[src/rtl/ex_pkg.sv]
// Shared op codes and FSM state encoding for the execute stage.
package ex_pkg;

  localparam int unsigned OP_W = 6;

  localparam logic [OP_W-1:0] OP_ADD  = 6'h01;
  localparam logic [OP_W-1:0] OP_SUB  = 6'h02;
  localparam logic [OP_W-1:0] OP_SLL  = 6'h03;
  localparam logic [OP_W-1:0] OP_XOR  = 6'h04;
  localparam logic [OP_W-1:0] OP_SRL  = 6'h05;
  localparam logic [OP_W-1:0] OP_OR   = 6'h06;
  localparam logic [OP_W-1:0] OP_AND  = 6'h07;
  localparam logic [OP_W-1:0] OP_LW   = 6'h08;
  localparam logic [OP_W-1:0] OP_ADDI = 6'h09;
  localparam logic [OP_W-1:0] OP_SW   = 6'h0A;
  localparam logic [OP_W-1:0] OP_SRA  = 6'h0B;
  localparam logic [OP_W-1:0] OP_SLT  = 6'h0C;
  localparam logic [OP_W-1:0] OP_MUL  = 6'h0D;
  localparam logic [OP_W-1:0] OP_JAL  = 6'h0E;

  typedef enum logic [1:0] {
    ST_IDLE = 2'd0,
    ST_BUSY = 2'd1,
    ST_DONE = 2'd2
  } ex_state_e;

  // True for the only op that takes the iterative path.
  function automatic logic op_is_mul(input logic [OP_W-1:0] op);
    return (op == OP_MUL);
  endfunction

endpackage

[src/rtl/ex_mul_iter.sv]
// Iterative shift-add multiplier: one partial-product step per cycle, XLEN steps.
module ex_mul_iter
  import ex_pkg::*;
#(
  parameter int unsigned XLEN = 32
) (
  input  logic            clk,
  input  logic            rst_n,
  input  logic            clear,
  input  logic            start,
  input  logic [XLEN-1:0] a,
  input  logic [XLEN-1:0] b,
  output logic            busy,
  output logic            done_c,
  output logic [XLEN-1:0] product_c
);

  localparam int unsigned CNT_W = $clog2(XLEN);
  localparam logic [CNT_W-1:0] LAST_STEP = CNT_W'(XLEN - 1);

  logic [XLEN-1:0]  acc_q, acc_d;
  logic [XLEN-1:0]  mcand_q, mcand_d;
  logic [XLEN-1:0]  mplier_q, mplier_d;
  logic [CNT_W-1:0] cnt_q, cnt_d;
  logic             busy_q, busy_d;
  logic [XLEN-1:0]  step_sum;

  // Next-state: clear beats start, start beats stepping.
  always_comb begin
    acc_d    = acc_q;
    mcand_d  = mcand_q;
    mplier_d = mplier_q;
    cnt_d    = cnt_q;
    busy_d   = busy_q;
    step_sum = acc_q + (mplier_q[0] ? mcand_q : '0);
    if (clear) begin
      busy_d = 1'b0;
    end else if (start) begin
      acc_d    = '0;
      mcand_d  = a;
      mplier_d = b;
      cnt_d    = '0;
      busy_d   = 1'b1;
    end else if (busy_q) begin
      acc_d    = step_sum;
      mcand_d  = mcand_q << 1;
      mplier_d = mplier_q >> 1;
      cnt_d    = cnt_q + CNT_W'(1);
      if (cnt_q == LAST_STEP) begin
        busy_d = 1'b0;
      end
    end
  end

  // Multiplier state registers.
  always_ff @(posedge clk or negedge rst_n) begin
    if (!rst_n) begin
      acc_q    <= '0;
      mcand_q  <= '0;
      mplier_q <= '0;
      cnt_q    <= '0;
      busy_q   <= 1'b0;
    end else begin
      acc_q    <= acc_d;
      mcand_q  <= mcand_d;
      mplier_q <= mplier_d;
      cnt_q    <= cnt_d;
      busy_q   <= busy_d;
    end
  end

  // Final step's sum is the product; the consumer registers it on the same edge.
  assign busy      = busy_q;
  assign done_c    = busy_q && (cnt_q == LAST_STEP);
  assign product_c = step_sum;

endmodule

[src/rtl/ex_mc.sv]
// Multi-cycle execute stage: single-cycle ALU plus iterative MUL behind valid/ready.
module ex_mc
  import ex_pkg::*;
#(
  parameter int unsigned XLEN = 32
) (
  input  logic            clk,
  input  logic            rst_n,
  input  logic            flush,
  input  logic            in_valid,
  output logic            in_ready,
  input  logic [5:0]      alu_op,
  input  logic [XLEN-1:0] reg_data1,
  input  logic [XLEN-1:0] reg_data2,
  input  logic [XLEN-1:0] imm,
  input  logic [XLEN-1:0] pc,
  output logic            out_valid,
  input  logic            out_ready,
  output logic [XLEN-1:0] result,
  output logic            illegal
);

  localparam int unsigned SHAMT_W = $clog2(XLEN);

  ex_state_e       state_q, state_d;
  logic [XLEN-1:0] result_q, result_d;
  logic            illegal_q, illegal_d;
  logic            out_valid_q, out_valid_d;

  logic [XLEN-1:0]    alu_res;
  logic               alu_ill;
  logic [SHAMT_W-1:0] shamt;
  logic               accept;
  logic               mul_start;
  logic               mul_busy;
  logic               mul_done_c;
  logic [XLEN-1:0]    mul_product_c;

  assign shamt = reg_data2[SHAMT_W-1:0];

  // Single-cycle ALU; undefined codes yield zero and flag illegal.
  always_comb begin
    alu_res = '0;
    alu_ill = 1'b0;
    case (alu_op)
      OP_ADD:                alu_res = reg_data1 + reg_data2;
      OP_SUB:                alu_res = reg_data1 - reg_data2;
      OP_SLL:                alu_res = reg_data1 << shamt;
      OP_XOR:                alu_res = reg_data1 ^ reg_data2;
      OP_SRL:                alu_res = reg_data1 >> shamt;
      OP_OR:                 alu_res = reg_data1 | reg_data2;
      OP_AND:                alu_res = reg_data1 & reg_data2;
      OP_LW, OP_ADDI, OP_SW: alu_res = reg_data1 + imm;
      OP_SRA:                alu_res = XLEN'($signed(reg_data1) >>> shamt);
      OP_SLT:                alu_res = XLEN'($signed(reg_data1) < $signed(reg_data2));
      OP_MUL:                alu_res = '0;
      OP_JAL:                alu_res = pc + XLEN'(4);
      default:               alu_ill = 1'b1;
    endcase
  end

  // Flush blocks acceptance; otherwise ready when empty or when the held result retires.
  assign in_ready = !flush &&
                    ((state_q == ST_IDLE) || ((state_q == ST_DONE) && out_ready));
  assign accept   = in_valid && in_ready;

  // Next-state and result capture; flush overrides everything below reset.
  always_comb begin
    state_d     = state_q;
    result_d    = result_q;
    illegal_d   = illegal_q;
    out_valid_d = out_valid_q;
    mul_start   = 1'b0;
    if (flush) begin
      state_d     = ST_IDLE;
      out_valid_d = 1'b0;
      result_d    = '0;
      illegal_d   = 1'b0;
    end else begin
      case (state_q)
        ST_IDLE, ST_DONE: begin
          if (accept) begin
            if (op_is_mul(alu_op)) begin
              state_d     = ST_BUSY;
              out_valid_d = 1'b0;
              mul_start   = 1'b1;
            end else begin
              state_d     = ST_DONE;
              out_valid_d = 1'b1;
              result_d    = alu_res;
              illegal_d   = alu_ill;
            end
          end else if ((state_q == ST_DONE) && out_ready) begin
            state_d     = ST_IDLE;
            out_valid_d = 1'b0;
          end
        end
        ST_BUSY: begin
          if (mul_busy && mul_done_c) begin
            state_d     = ST_DONE;
            out_valid_d = 1'b1;
            result_d    = mul_product_c;
            illegal_d   = 1'b0;
          end
        end
        default: begin
          state_d     = ST_IDLE;
          out_valid_d = 1'b0;
        end
      endcase
    end
  end

  // Stage state and output registers.
  always_ff @(posedge clk or negedge rst_n) begin
    if (!rst_n) begin
      state_q     <= ST_IDLE;
      result_q    <= '0;
      illegal_q   <= 1'b0;
      out_valid_q <= 1'b0;
    end else begin
      state_q     <= state_d;
      result_q    <= result_d;
      illegal_q   <= illegal_d;
      out_valid_q <= out_valid_d;
    end
  end

  ex_mul_iter #(
    .XLEN (XLEN)
  ) u_mul (
    .clk       (clk),
    .rst_n     (rst_n),
    .clear     (flush),
    .start     (mul_start),
    .a         (reg_data1),
    .b         (reg_data2),
    .busy      (mul_busy),
    .done_c    (mul_done_c),
    .product_c (mul_product_c)
  );

  assign out_valid = out_valid_q;
  assign result    = result_q;
  assign illegal   = illegal_q;

endmodule

[config.mk]
export PLATFORM = sky130hd
export DESIGN_NAME = ex_mc
export DESIGN_NICKNAME = d
export VERILOG_FILES = /design/src/rtl/ex_pkg.sv /design/src/rtl/ex_mul_iter.sv /design/src/rtl/ex_mc.sv
export SDC_FILE = /design/constraint.sdc
export NUM_CORES = 1
export LEC_CHECK = 0
export CAP_MARGIN = 0
export CORE_MARGIN = 2
export CORE_UTILIZATION = 35
export DETAILED_ROUTE_END_ITERATION = 10
export SETUP_SLACK_MARGIN = 0.5
export SLEW_MARGIN = 10
export SYNTH_ARGS = -nofsm -noshare
export SYNTH_HDL_FRONTEND = slang
export SYNTH_SLANG_ARGS = --single-unit
[constraint.sdc]
create_clock -name clk -period 8.5 [get_ports clk]
set_input_delay 0.85 -clock clk [delete_from_list [all_inputs] [get_ports clk]]
set_output_delay 0.85 -clock clk [all_outputs]
set_load 0.05 [all_outputs]
==> summary.md <==
| Metric | Value |
|---|---|
| Status | `finished clean` |
| Clk_skew | `0.0153 ns` |
| Max Clk Rate | `179 MHz` |
| Wire length of the first global-routing pass | `128 mm` |
| Stages on the worst setup path | `15` |
| Die H | `232 um` |
| Longest Clk Path Bufs | `2` |
| Synthesized Nets | `2700` |
| # diodes | `0` |
| Crit-path max FO | `11` |
| Most common cell after layout, fill and taps aside | `nand2_1` |
| Crit path max-delay family | `compound AO/OA/AOI/OAI gates` |
| Reg-to-reg endpoint | `result[30]` |
| Critical path cell sequence | `clkdlybuf4s50_1, nor4b_1, nand2_1, buf_4, mux2_2, ha_1, a21oi_1, o211ai_1, a211oi_1, nor3_1, o21ai_0, nand3_1, a21oi_1, mux2i_1, o32a_1` |
| Final hold vios | `0` |
| Hold buffer count at cts | `0` |
| Setup WS pre-CTS | `2.47 ns` |
| Worst path most repeated cell | `a21oi_1` |
| Commonest cells after routing, fill and taps aside | `318 x nand2_1, 249 x nor2_1, 169 x ha_1` |
| Die width | `232 um` |
| DRT met1 WL | `36.9 mm` |
| Combinational share of power | `0.385` |
| Area growth from synthesis to layout | `16.9%` |
| Die area | `53800 um^2` |
| Vias | `20.0k` |
| DR WL met3 | `7.52 mm` |
| CTS tree | `built` |
| Grt total ovfl | `0` |
| DRC Markers | `0` |
| Final #Nets | `2794` |
| Post-CTS Resized | `0` |
| GPL Wtd Cong | `1.03` |
| Standard-cell row count | `83` |
| Setup violators final | `0` |
| Clk sink count | `137` |
| EDFF count, synth | `0` |
| DRT iter0 DRCs | `2496` |
| GR Util All Layers | `0.320` |
| Vias in the first global route | `19.2k` |
| Post-synth cell types | `79` |
| Cell Area, Synth | `18200 um^2` |
| Yosys warns | `0` |
| Layout cells sized above 1 | `0.0861` |
| Seq pwr share | `0.295` |
| CTS root buf | `clkbuf_16` |
| H-Tree Depth | `4` |
| WP buf/inv | `2` |
| FF-to-FF path depth | `12` |
| Setup TNS | `0 ns` |
| Final period util | `0.658` |
| P_leak | `8.97 nW` |
| Vias per inst | `6.30` |
| IO Port Bufs | `173` |
| Final worst setup slack | `2.91 ns` |
| # Post-CTS Setup Buffers | `0` |
| Mapped Cells | `2389` |
| Hold/Removal Path Class | `in2async` |
| Async SR Flop Fraction | `1.00` |
| P_sw | `989 uW` |
| R2r setup slk | `4.09 ns` |
| FF-to-FF Start | `u_mul.mplier_q[0]` |
| Yosys reg bits | `137` |
| RSZ-0062 raised after global routing | `false` |
| IO Count | `174` |
| Internal power | `1.53 mW` |
| CTS buffer count | `17` |
| Post-synthesis sequential area ratio | `0.189` |
| Antenna-violating nets left | `0` |
| Crit path required time | `8.83 ns` |
| Mean Syn Cell Area | `7.61 um^2` |
| CP max stage cell | `a211oi_1` |
| Initial antenna violation count | `1` |
| Maximum VDD drop | `0.134 mV` |
| Slew @ Worst Pin | `1.13 ns` |
| Slew margin rel. | `0.241` |
| Routed Wire Length | `86.8 mm` |
| Uppermost layer routed | `met5` |
| Clock period minus worst slack | `5.59 ns` |
| Type of origin of the critical path | `input pin` |
| Crit-path max cell delay | `0.71 ns` |
| Critical path arrival | `5.93 ns` |
| Clk_lat worst skew | `0.45 ns` |
| Largest net degree at the start of global routing | `82` |
| DR pass1 iterations | `6` |
| Wire per inst | `27.3 um` |
| Net Sw Frac | `0.393` |
| Met2 wire length | `37.6 mm` |
| Clock power share | `0.320` |
| Ys flop type | `dfrtp_1` |
| Crit path kind | `in2reg` |
| Max cap viols | `0` |
| P per Cell Area | `119 nW/um^2` |
| Reg clk slew, reported paths | `0.06 ns` |
| Detailed Place HPWL | `65.7 mm` |
| Core Area | `51300 um^2` |
| Fill cells | `5344` |
| Slew Limit Fails | `0` |
| Crit end category | `flip-flop` |
| Effective utilization at floorplan | `0.354` |
-- power groups by stage --
stage | logic [mW] | clock network (mW) | registers, mW
6_report | 0.969 | 0.807 | 0.743
5_1_grt | 1.03 | 0.842 | 0.749
4_1_cts | 0.948 | 0.818 | 0.742
3_5_place_dp | 0.942 | 0 | 0.753
3_3_place_gp | 0.938 | 0 | 0.752
2_1_floorplan | 0.560 | 0 | 0.753
-- per-stage QoR --
stage	hold WS, ns	utilization	cell area, um^2	total power [mW]	cells
6_report	0.469	0.414	21200	2.52	3176
5_1_grt	0.524	0.414	21200	2.63	3176
4_1_cts	0.487	0.414	21200	2.51	3176
3_5_place_dp	0.475	0.402	20600	1.70	3144
3_3_place_gp	0.468	0.402	20600	1.69	3144
2_1_floorplan	0.468	-	18200	1.31	2389
-- registers in the layout, indices dropped and copies added, names as in the netlist --
signal,count
illegal,1
result,32
state_q,2
u_mul.acc_q,32
u_mul.busy,1
u_mul.cnt_q,5
u_mul.mcand_q,32
u_mul.mplier_q,32
-- worst reg2reg max path, delay by kind of cell, from the launching register on --
kind / cells / cell delay [ns]
AO/OA/AOI/OAI: 8 / 2.83
XOR/XNOR: 1 / 0.18
adder cells (fa/ha/maj): 1 / 0.44
buffers and inverters: 1 / 0.23
flip-flops: 1 / 0.38
AND/OR/NAND/NOR: 1 / 0.23
-- Yosys cell counts, types with 20 or more instances --
cell / number / area share
inv_1: 112 / 0.023
o21ai_0: 168 / 0.046
a21oi_1: 164 / 0.045
nand2_1: 318 / 0.066
clkbuf_1: 127 / 0.026
mux2i_1: 55 / 0.030
ha_1: 169 / 0.12
a221oi_1: 25 / 0.012
a31oi_1: 76 / 0.026
a22oi_1: 33 / 0.014
a21o_1: 26 / 0.011
xnor2_1: 64 / 0.031
mux4_2: 50 / 0.062
xor2_1: 37 / 0.018
nand3_1: 38 / 0.010
o221ai_1: 20 / 0.0096
dfrtp_1: 137 / 0.19
nor2_1: 252 / 0.052
o211ai_1: 26 / 0.011
nor3_1: 52 / 0.014
or3_1: 23 / 0.0079
and2_1: 43 / 0.015
mux2_2: 46 / 0.028
a211oi_1: 32 / 0.013
nand2b_1: 25 / 0.0086
-- kinds of logic after synthesis --
kind of cell             after synthesis  synth area share
flip-flops                           137             0.189
AO/OA/AOI/OAI                        721             0.260
AND/OR/NAND/NOR                      840             0.207
adder cells (fa/ha/maj)              172             0.120
XOR/XNOR                             101            0.0487
buffers and inverters                267            0.0562
multiplexers                         151             0.121
-- area by class of cell --
type,count,area (um^2),share of cell area
clock buffer,19,453,0.0213
timing repair buffer,229,2140,0.101
sequential,137,3430,0.161
multi-input combinational,1985,13800,0.649
inverter,113,424,0.0200
tap,680,851,0.0400
clock inverter,13,158,0.00742
-- how the worst max path moves through the flow --
stage	endpoint	slack [ns]	start
floorplan	result[26]	4.01	reg_data2[2]
global placement	result[28]	2.60	alu_op[2]
detailed placement	result[27]	2.47	alu_op[2]
CTS	result[27]	2.95	alu_op[2]
global route	result[30]	2.58	alu_op[2]
finish	result[30]	2.91	alu_op[2]
-- metal layers --
metal | global-route usage | vias up
li1 | - | 8901
met1 | 0.434 | 9781
met2 | 0.484 | 1114
met3 | 0.0567 | 226
met4 | 0.164 | 2
met5 | 0 | -
No activity file was read; power rests on OpenSTA's default activity.
